`src/rtl/fetch_phase_pkg.sv`:
```
// Shared fetch-stage types and constants. The fetch_phase top can be built with the
// FETCH_MISALIGN_TRAP_EN macro, which turns misaligned redirect targets into a sticky fault.
package fetch_phase_pkg;

  localparam int XLEN       = 32;
  localparam int INST_BYTES = 4;

  localparam logic [XLEN-1:0] DEFAULT_RESET_ADDR = 32'h0000_0000;
  localparam logic [XLEN-1:0] NOP_INST           = 32'h0000_0013;

  typedef struct packed {
    logic [XLEN-1:0] pc;
    logic [XLEN-1:0] inst;
  } fetch_entry_t;

  function automatic logic [XLEN-1:0] align_pc(input logic [XLEN-1:0] pc);
    return pc & ~XLEN'(INST_BYTES - 1);
  endfunction

endpackage

```
`src/rtl/fetch_fifo.sv`:
```
// Small in-order FIFO used by the fetch stage for both the instruction queue and the
// issued-address tag queue. DEPTH must be a power of two and at least 2.
module fetch_fifo #(
  parameter  int DEPTH = 2,
  parameter  int WIDTH = 64,
  localparam int CW    = $clog2(DEPTH) + 1
) (
  input  logic             clk,
  input  logic             rst_n,
  input  logic             flush,
  input  logic             push,
  input  logic [WIDTH-1:0] wdata,
  input  logic             pop,
  output logic [WIDTH-1:0] rdata,
  output logic             empty,
  output logic             full,
  output logic [CW-1:0]    count
);

  localparam int AW = $clog2(DEPTH);

  logic [WIDTH-1:0] mem_q [DEPTH];
  logic [WIDTH-1:0] mem_d [DEPTH];
  logic [AW-1:0]    wr_ptr_q, wr_ptr_d;
  logic [AW-1:0]    rd_ptr_q, rd_ptr_d;
  logic [CW-1:0]    count_q, count_d;
  logic             do_pop;

  assign empty = (count_q == '0);
  assign full  = (count_q == CW'(DEPTH));
  assign count = count_q;
  assign rdata = mem_q[rd_ptr_q];

  // Pointers wrap naturally because DEPTH is a power of two; flush wins over push/pop.
  always_comb begin
    do_pop   = pop && !empty;
    mem_d    = mem_q;
    wr_ptr_d = wr_ptr_q;
    rd_ptr_d = rd_ptr_q;
    count_d  = count_q;
    if (flush) begin
      wr_ptr_d = '0;
      rd_ptr_d = '0;
      count_d  = '0;
    end else begin
      if (push) begin
        mem_d[wr_ptr_q] = wdata;
        wr_ptr_d        = wr_ptr_q + AW'(1);
      end
      if (do_pop) rd_ptr_d = rd_ptr_q + AW'(1);
      count_d = count_q + CW'(push) - CW'(do_pop);
    end
  end

  always_ff @(posedge clk or negedge rst_n) begin
    if (!rst_n) begin
      for (int i = 0; i < DEPTH; i++) mem_q[i] <= '0;
      wr_ptr_q <= '0;
      rd_ptr_q <= '0;
      count_q  <= '0;
    end else begin
      mem_q    <= mem_d;
      wr_ptr_q <= wr_ptr_d;
      rd_ptr_q <= rd_ptr_d;
      count_q  <= count_d;
    end
  end

  a_no_overflow: assert property (@(posedge clk) disable iff (!rst_n)
    !(push && full && !pop && !flush));

endmodule

```
`src/rtl/fetch_phase.sv`:
```
// Instruction-fetch stage: owns the fetch PC, issues credit-limited pipelined imem reads,
// queues returned words for decode and drops stale responses after a redirect.
// Optional macro FETCH_MISALIGN_TRAP_EN: misaligned redirect targets raise a sticky fault.
module fetch_phase
  import fetch_phase_pkg::*;
#(
  parameter logic [31:0] RESET_ADDR = DEFAULT_RESET_ADDR,
  parameter int          FIFO_DEPTH = 2
) (
  input  logic        i_clk,
  input  logic        i_rst_n,
  output logic        o_imem_req,
  output logic [31:0] o_imem_addr,
  input  logic        i_imem_gnt,
  input  logic        i_imem_rvalid,
  input  logic [31:0] i_imem_rdata,
  input  logic        i_redirect,
  input  logic [31:0] i_redirect_pc,
  output logic        o_inst_valid,
  output logic [31:0] o_inst,
  output logic [31:0] o_inst_pc,
  input  logic        i_inst_ready,
  output logic        o_fetch_fault
);

  localparam int CW = $clog2(FIFO_DEPTH) + 1;

  logic [XLEN-1:0] pc_q, pc_d;
  logic [CW-1:0]   outstanding_q, outstanding_d;
  logic [CW-1:0]   discard_q, discard_d;
  logic [CW-1:0]   q_count, tag_count;
  logic            q_empty, q_full, tag_empty, tag_full;
  fetch_entry_t    q_head, q_wdata;
  logic [XLEN-1:0] tag_head;
  logic            fault, credit_ok, issue, rsp_valid, q_push, q_pop;

  // Every in-flight read owns a queue slot, so a response can never find the queue full.
  assign credit_ok   = ({1'b0, outstanding_q} + {1'b0, q_count}) < (CW+1)'(FIFO_DEPTH);
  assign o_imem_req  = i_rst_n && credit_ok && !i_redirect && !fault;
  assign o_imem_addr = pc_q;
  assign issue       = o_imem_req && i_imem_gnt;
  assign rsp_valid   = i_imem_rvalid && (outstanding_q != '0);
  assign q_push      = rsp_valid && (discard_q == '0) && !i_redirect;
  assign q_pop       = o_inst_valid && i_inst_ready;
  assign q_wdata     = '{pc: tag_head, inst: i_imem_rdata};

  assign o_inst_valid = !q_empty;
  assign o_inst       = q_empty ? NOP_INST : q_head.inst;

  always_comb begin
    pc_d = pc_q;
    if (i_redirect)  pc_d = align_pc(i_redirect_pc);
    else if (issue)  pc_d = pc_q + XLEN'(INST_BYTES);
    outstanding_d = outstanding_q + CW'(issue) - CW'(rsp_valid);
    discard_d     = discard_q;
    if (i_redirect)                        discard_d = outstanding_q - CW'(rsp_valid);
    else if (rsp_valid && discard_q != '0) discard_d = discard_q - CW'(1);
  end

  always_ff @(posedge i_clk or negedge i_rst_n) begin
    if (!i_rst_n) begin
      pc_q          <= RESET_ADDR;
      outstanding_q <= '0;
      discard_q     <= '0;
    end else begin
      pc_q          <= pc_d;
      outstanding_q <= outstanding_d;
      discard_q     <= discard_d;
    end
  end

`ifdef FETCH_MISALIGN_TRAP_EN
  logic            fault_q, fault_d;
  logic [XLEN-1:0] fault_pc_q, fault_pc_d;

  always_comb begin
    fault_d    = fault_q;
    fault_pc_d = fault_pc_q;
    if (i_redirect) begin
      fault_d    = |i_redirect_pc[1:0];
      fault_pc_d = i_redirect_pc;
    end
  end

  always_ff @(posedge i_clk or negedge i_rst_n) begin
    if (!i_rst_n) begin
      fault_q    <= 1'b0;
      fault_pc_q <= '0;
    end else begin
      fault_q    <= fault_d;
      fault_pc_q <= fault_pc_d;
    end
  end

  assign fault     = fault_q;
  assign o_inst_pc = fault_q ? fault_pc_q : q_head.pc;
`else
  assign fault     = 1'b0;
  assign o_inst_pc = q_head.pc;
`endif

  assign o_fetch_fault = fault;

  fetch_fifo #(.DEPTH(FIFO_DEPTH), .WIDTH(2*XLEN)) u_inst_q (
    .clk   (i_clk),
    .rst_n (i_rst_n),
    .flush (i_redirect),
    .push  (q_push),
    .wdata (q_wdata),
    .pop   (q_pop),
    .rdata (q_head),
    .empty (q_empty),
    .full  (q_full),
    .count (q_count)
  );

  // Tags are never flushed: stale responses still consume their tag as they drain.
  fetch_fifo #(.DEPTH(FIFO_DEPTH), .WIDTH(XLEN)) u_tag_q (
    .clk   (i_clk),
    .rst_n (i_rst_n),
    .flush (1'b0),
    .push  (issue),
    .wdata (pc_q),
    .pop   (rsp_valid),
    .rdata (tag_head),
    .empty (tag_empty),
    .full  (tag_full),
    .count (tag_count)
  );

  a_tag_tracks_outstanding: assert property (@(posedge i_clk) disable iff (!i_rst_n)
    tag_count == outstanding_q);
  a_no_tag_overflow: assert property (@(posedge i_clk) disable iff (!i_rst_n)
    !(tag_full && issue));
  a_rsp_has_tag: assert property (@(posedge i_clk) disable iff (!i_rst_n)
    rsp_valid |-> !tag_empty);
  a_no_queue_overflow: assert property (@(posedge i_clk) disable iff (!i_rst_n)
    !(q_full && q_push && !q_pop));

endmodule

```
`config.mk`:
```
export PLATFORM = sky130hd
export DESIGN_NAME = fetch_phase
export DESIGN_NICKNAME = d
export VERILOG_FILES = /design/src/rtl/fetch_phase_pkg.sv /design/src/rtl/fetch_fifo.sv /design/src/rtl/fetch_phase.sv
export SDC_FILE = /design/constraint.sdc
export NUM_CORES = 1
export LEC_CHECK = 0
export BUFFER_PORTS_ARGS = -buffer_cell sky130_fd_sc_hd__buf_4
export CAP_MARGIN = 20
export CORE_UTILIZATION = 54
export DETAILED_ROUTE_END_ITERATION = 8
export HOLD_SLACK_MARGIN = 0.15
export PLACE_DENSITY = 0.76
export SLEW_MARGIN = 20
export SYNTH_ARGS = -nofsm -noshare
export SYNTH_HDL_FRONTEND = slang
export SYNTH_HIERARCHICAL = 1
export SYNTH_SLANG_ARGS = --single-unit
```
`constraint.sdc`:
```
create_clock -name i_clk -period 5.5 [get_ports i_clk]
set_clock_uncertainty 0.1 [all_clocks]
set_input_delay 1.65 -clock i_clk [delete_from_list [all_inputs] [get_ports i_clk]]
set_output_delay 1.65 -clock i_clk [all_outputs]
set_load 0.01 [all_outputs]
```
==> metrics.md <==
| Metric | Value |
|---|---|
| Die height | `147.2 um` |
| Setup repair after global routing missed its margin | `no` |
| Clock insertion delay at the later pin of the skew report | `520 ps` |
| Placement Cell Area | `12,690 um^2` |
| Max-cap viol count | `0` |
| Detailed-routing iteration count for the pre-antenna-repair pass | `4` |
| VDD IR-drop max | `0.2894 mV` |
| Layout fillers | `1,545` |
| Total count of hold-check failures in the final report | `0` |
| Placed Cells | `1,225` |
| Remaining global-route overflow | `0` |
| Die area | `21,670 um^2` |
| Global-route wire length before repair | `38,690 um` |
| Max_slew headroom | `0.3065` |
| Bufs on Longest Clock Path | `3` |
| Critical path fanouts, max | `66` |
| Total length of routed wires | `23,390 um` |
| Number of diodes | `0` |
| Post-layout min period | `roughly 4200 ps` |
| CTS tree | `built` |
| Die span in x | `around 150 um` |
| Worst-case setup slack after placement | `1132 ps` |
| Number of port buffers | `163` |
| Start-to-end type of the worst setup path | `reg2out` |
| Post-cts hold buffer count | `0` |
| Vias post-DR | `6,959` |
| Largest net degree at the start of global routing | `72` |
| Num Clock Sinks | `around 230` |
| Detail-routed via count per cell | `around 5.5` |
| Worst path slowest cell | `sky130_fd_sc_hd__dfrtp_4` |
| Number of global-route vias before repair | `~7,400` |
| Post-cts resize count | `0` |
| Number of synthesis warnings | `6` |
| Status | `completed` |
| Number of CTS-inserted buffers | `25` |
| Average cell area after synthesis | `13.94 um^2` |
| Cell at the root of the clock tree | `sky130_fd_sc_hd__clkbuf_16` |
| Maximum single-stage delay on the critical path | `1130 ps` |
| Crit path required time | `between 3000 and 4000 ps` |
| I/O pin count | `between 150 and 200` |
| Number of buffers and inverters on the critical path | `1` |
| NumNets Final | `1,062` |
| Number of setup violations in the final report | `0` |
| Final estimated routing congestion in global placement | `0.7587` |
| Highest Clock Rate | `0.2361 GHz` |
| Number of post-CTS setup repair buffers | `0` |
| Overall Global Routing Usage | `0.2217` |
| Placeable Area | `20,430 um^2` |
| Total power density per cell area | `roughly 430 nW/um^2` |
| Initial Utilization | `0.5574` |
| Total standard cell area after synthesis | `around 11,000 um^2` |
| Clock-pin slew of the registers on the worst-case setup and hold paths | `60 ps` |
| CP startpoint kind | `flip-flop` |
| Family of cells with the greatest summed delay on the critical path | `flip-flops` |
| Final cycle utilization of the critical path | `0.7702` |
| DRC violation count after routing | `0` |
| Syn-to-layout area delta | `19.40%` |
| Max-slew violations | `0` |
| Final design area excluding fillers | `13,600 um^2` |
| Count of mapped cells out of synthesis | `between 800 and 900` |
| Cells traversed along the worst timing path | `mux2_2 -> or2_2 -> buf_4` |
| 1st-iter DRT viols | `235` |
| Setup total negative slack | `0 ps` |
| Number of nets with antenna violations after detailed routing | `0` |
| CTS HTree Levels | `1` |
| Slew at the pin with the worst max-slew slack | `1040 ps` |
| Worst hold-check path type | `reg2reg` |
| Final setup slack of the worst path | `1264 ps` |
| Avg WL per Cell | `18.41 um` |
| Number of rows in the core area | `52` |
| Data arrival time of the critical path | `2490 ps` |
| Initial antenna violation count | `1` |
| Worst setup EP type | `output port` |
| Layout cells sized above 1 | `0.5170` |
| Non-Filler Instances | `1,270` |
| Final Hold Slack | `between 300 and 400 ps` |
| Estimated wirelength of the detail-placed design | `14,940 um` |
| Static Leakage | `6.634 nW` |
-- metrics by stage --
step	power (mW)	util
floorplan	3.543	-
global placement	4.014	0.6211
detailed placement	4.079	0.6211
CTS	5.949	0.6655
global route	6.203	0.6655
finish	5.886	0.6655
-- where the power goes --
part	leakage [nW]	internal [mW]	switching [mW]
Clock	0.454	1.15	0.691
Sequential	3.05	2.20	0.286
Combinational	3.13	0.980	0.582
-- per-layer routing --
metal	routed length [um]	global-route usage	up-vias	share of wire
li1	-	-	3247	-
met1	10820	0.3083	3530	0.46
met2	11000	0.3660	161	0.47
met3	1299	0.04658	19	0.056
met4	241	0.03144	2	0.010
met5	17	0	-	0.00073
-- flip-flops by register name, indices dropped and copies added (netlist names) --
register / flops
u_tag_q/mem_q: 64
outstanding_q: 2
u_tag_q/wr_ptr_q: 1
u_inst_q/count: 2
u_inst_q/mem_q: 128
u_tag_q/rd_ptr_q: 1
u_inst_q/rd_ptr_q: 1
discard_q: 2
o_imem_addr: 30
u_tag_q/count: 2
u_inst_q/wr_ptr_q: 1
-- layout make-up --
cell class / instances / area, um^2 / area share
Multi-Input combinational cell: 528 / 5102 / 0.3753
Inverter: 18 / 67.56 / 0.004969
Clock inverter: 17 / 241.5 / 0.01776
Clock buffer: 28 / 666.9 / 0.04905
Timing Repair Buffer: 175 / 1321 / 0.09718
Sequential cell: 234 / 5859 / 0.4309
Tap cell: 270 / 337.8 / 0.02485
-- cells in the final DEF, fill, tap and decap left out, types with 6 or more instances in the layout --
master / n
sky130_fd_sc_hd__a31oi_1: 13
sky130_fd_sc_hd__buf_4: 174
sky130_fd_sc_hd__bufinv_16: 6
sky130_fd_sc_hd__clkbuf_16: 25
sky130_fd_sc_hd__clkinv_2: 9
sky130_fd_sc_hd__conb_1: 14
sky130_fd_sc_hd__dfrtp_1: 233
sky130_fd_sc_hd__ha_1: 9
sky130_fd_sc_hd__inv_1: 17
sky130_fd_sc_hd__mux2_1: 9
sky130_fd_sc_hd__mux2_2: 223
sky130_fd_sc_hd__mux2_4: 60
sky130_fd_sc_hd__nand2_1: 26
sky130_fd_sc_hd__nand3_1: 12
sky130_fd_sc_hd__nand4_1: 8
sky130_fd_sc_hd__nor2_1: 21
sky130_fd_sc_hd__nor2b_1: 32
sky130_fd_sc_hd__o211ai_1: 6
sky130_fd_sc_hd__o21ai_0: 9
sky130_fd_sc_hd__o31ai_1: 14
sky130_fd_sc_hd__or4_1: 21
sky130_fd_sc_hd__xnor2_1: 11
-- final timing paths --
check / cells past startpoint / slack (ps) / to / startpoint
setup / recovery: 3 / 1260 / o_inst[4] / u_inst_q/rd_ptr_q
hold / removal: 1 / 380 / u_tag_q/mem_q[34] / u_tag_q/mem_q[34]
setup reg to reg: 8 / 2170 / u_tag_q/mem_q[51] / u_inst_q/count[0]
hold reg to reg: 1 / 380 / u_tag_q/mem_q[34] / u_tag_q/mem_q[34]
max in group asynchronous: 3 / 2480 / u_inst_q/mem_q[0] / i_rst_n
min in group asynchronous: 1 / 920 / u_inst_q/mem_q[60] / i_rst_n
Note: power is estimated with default switching activity, not from simulation.
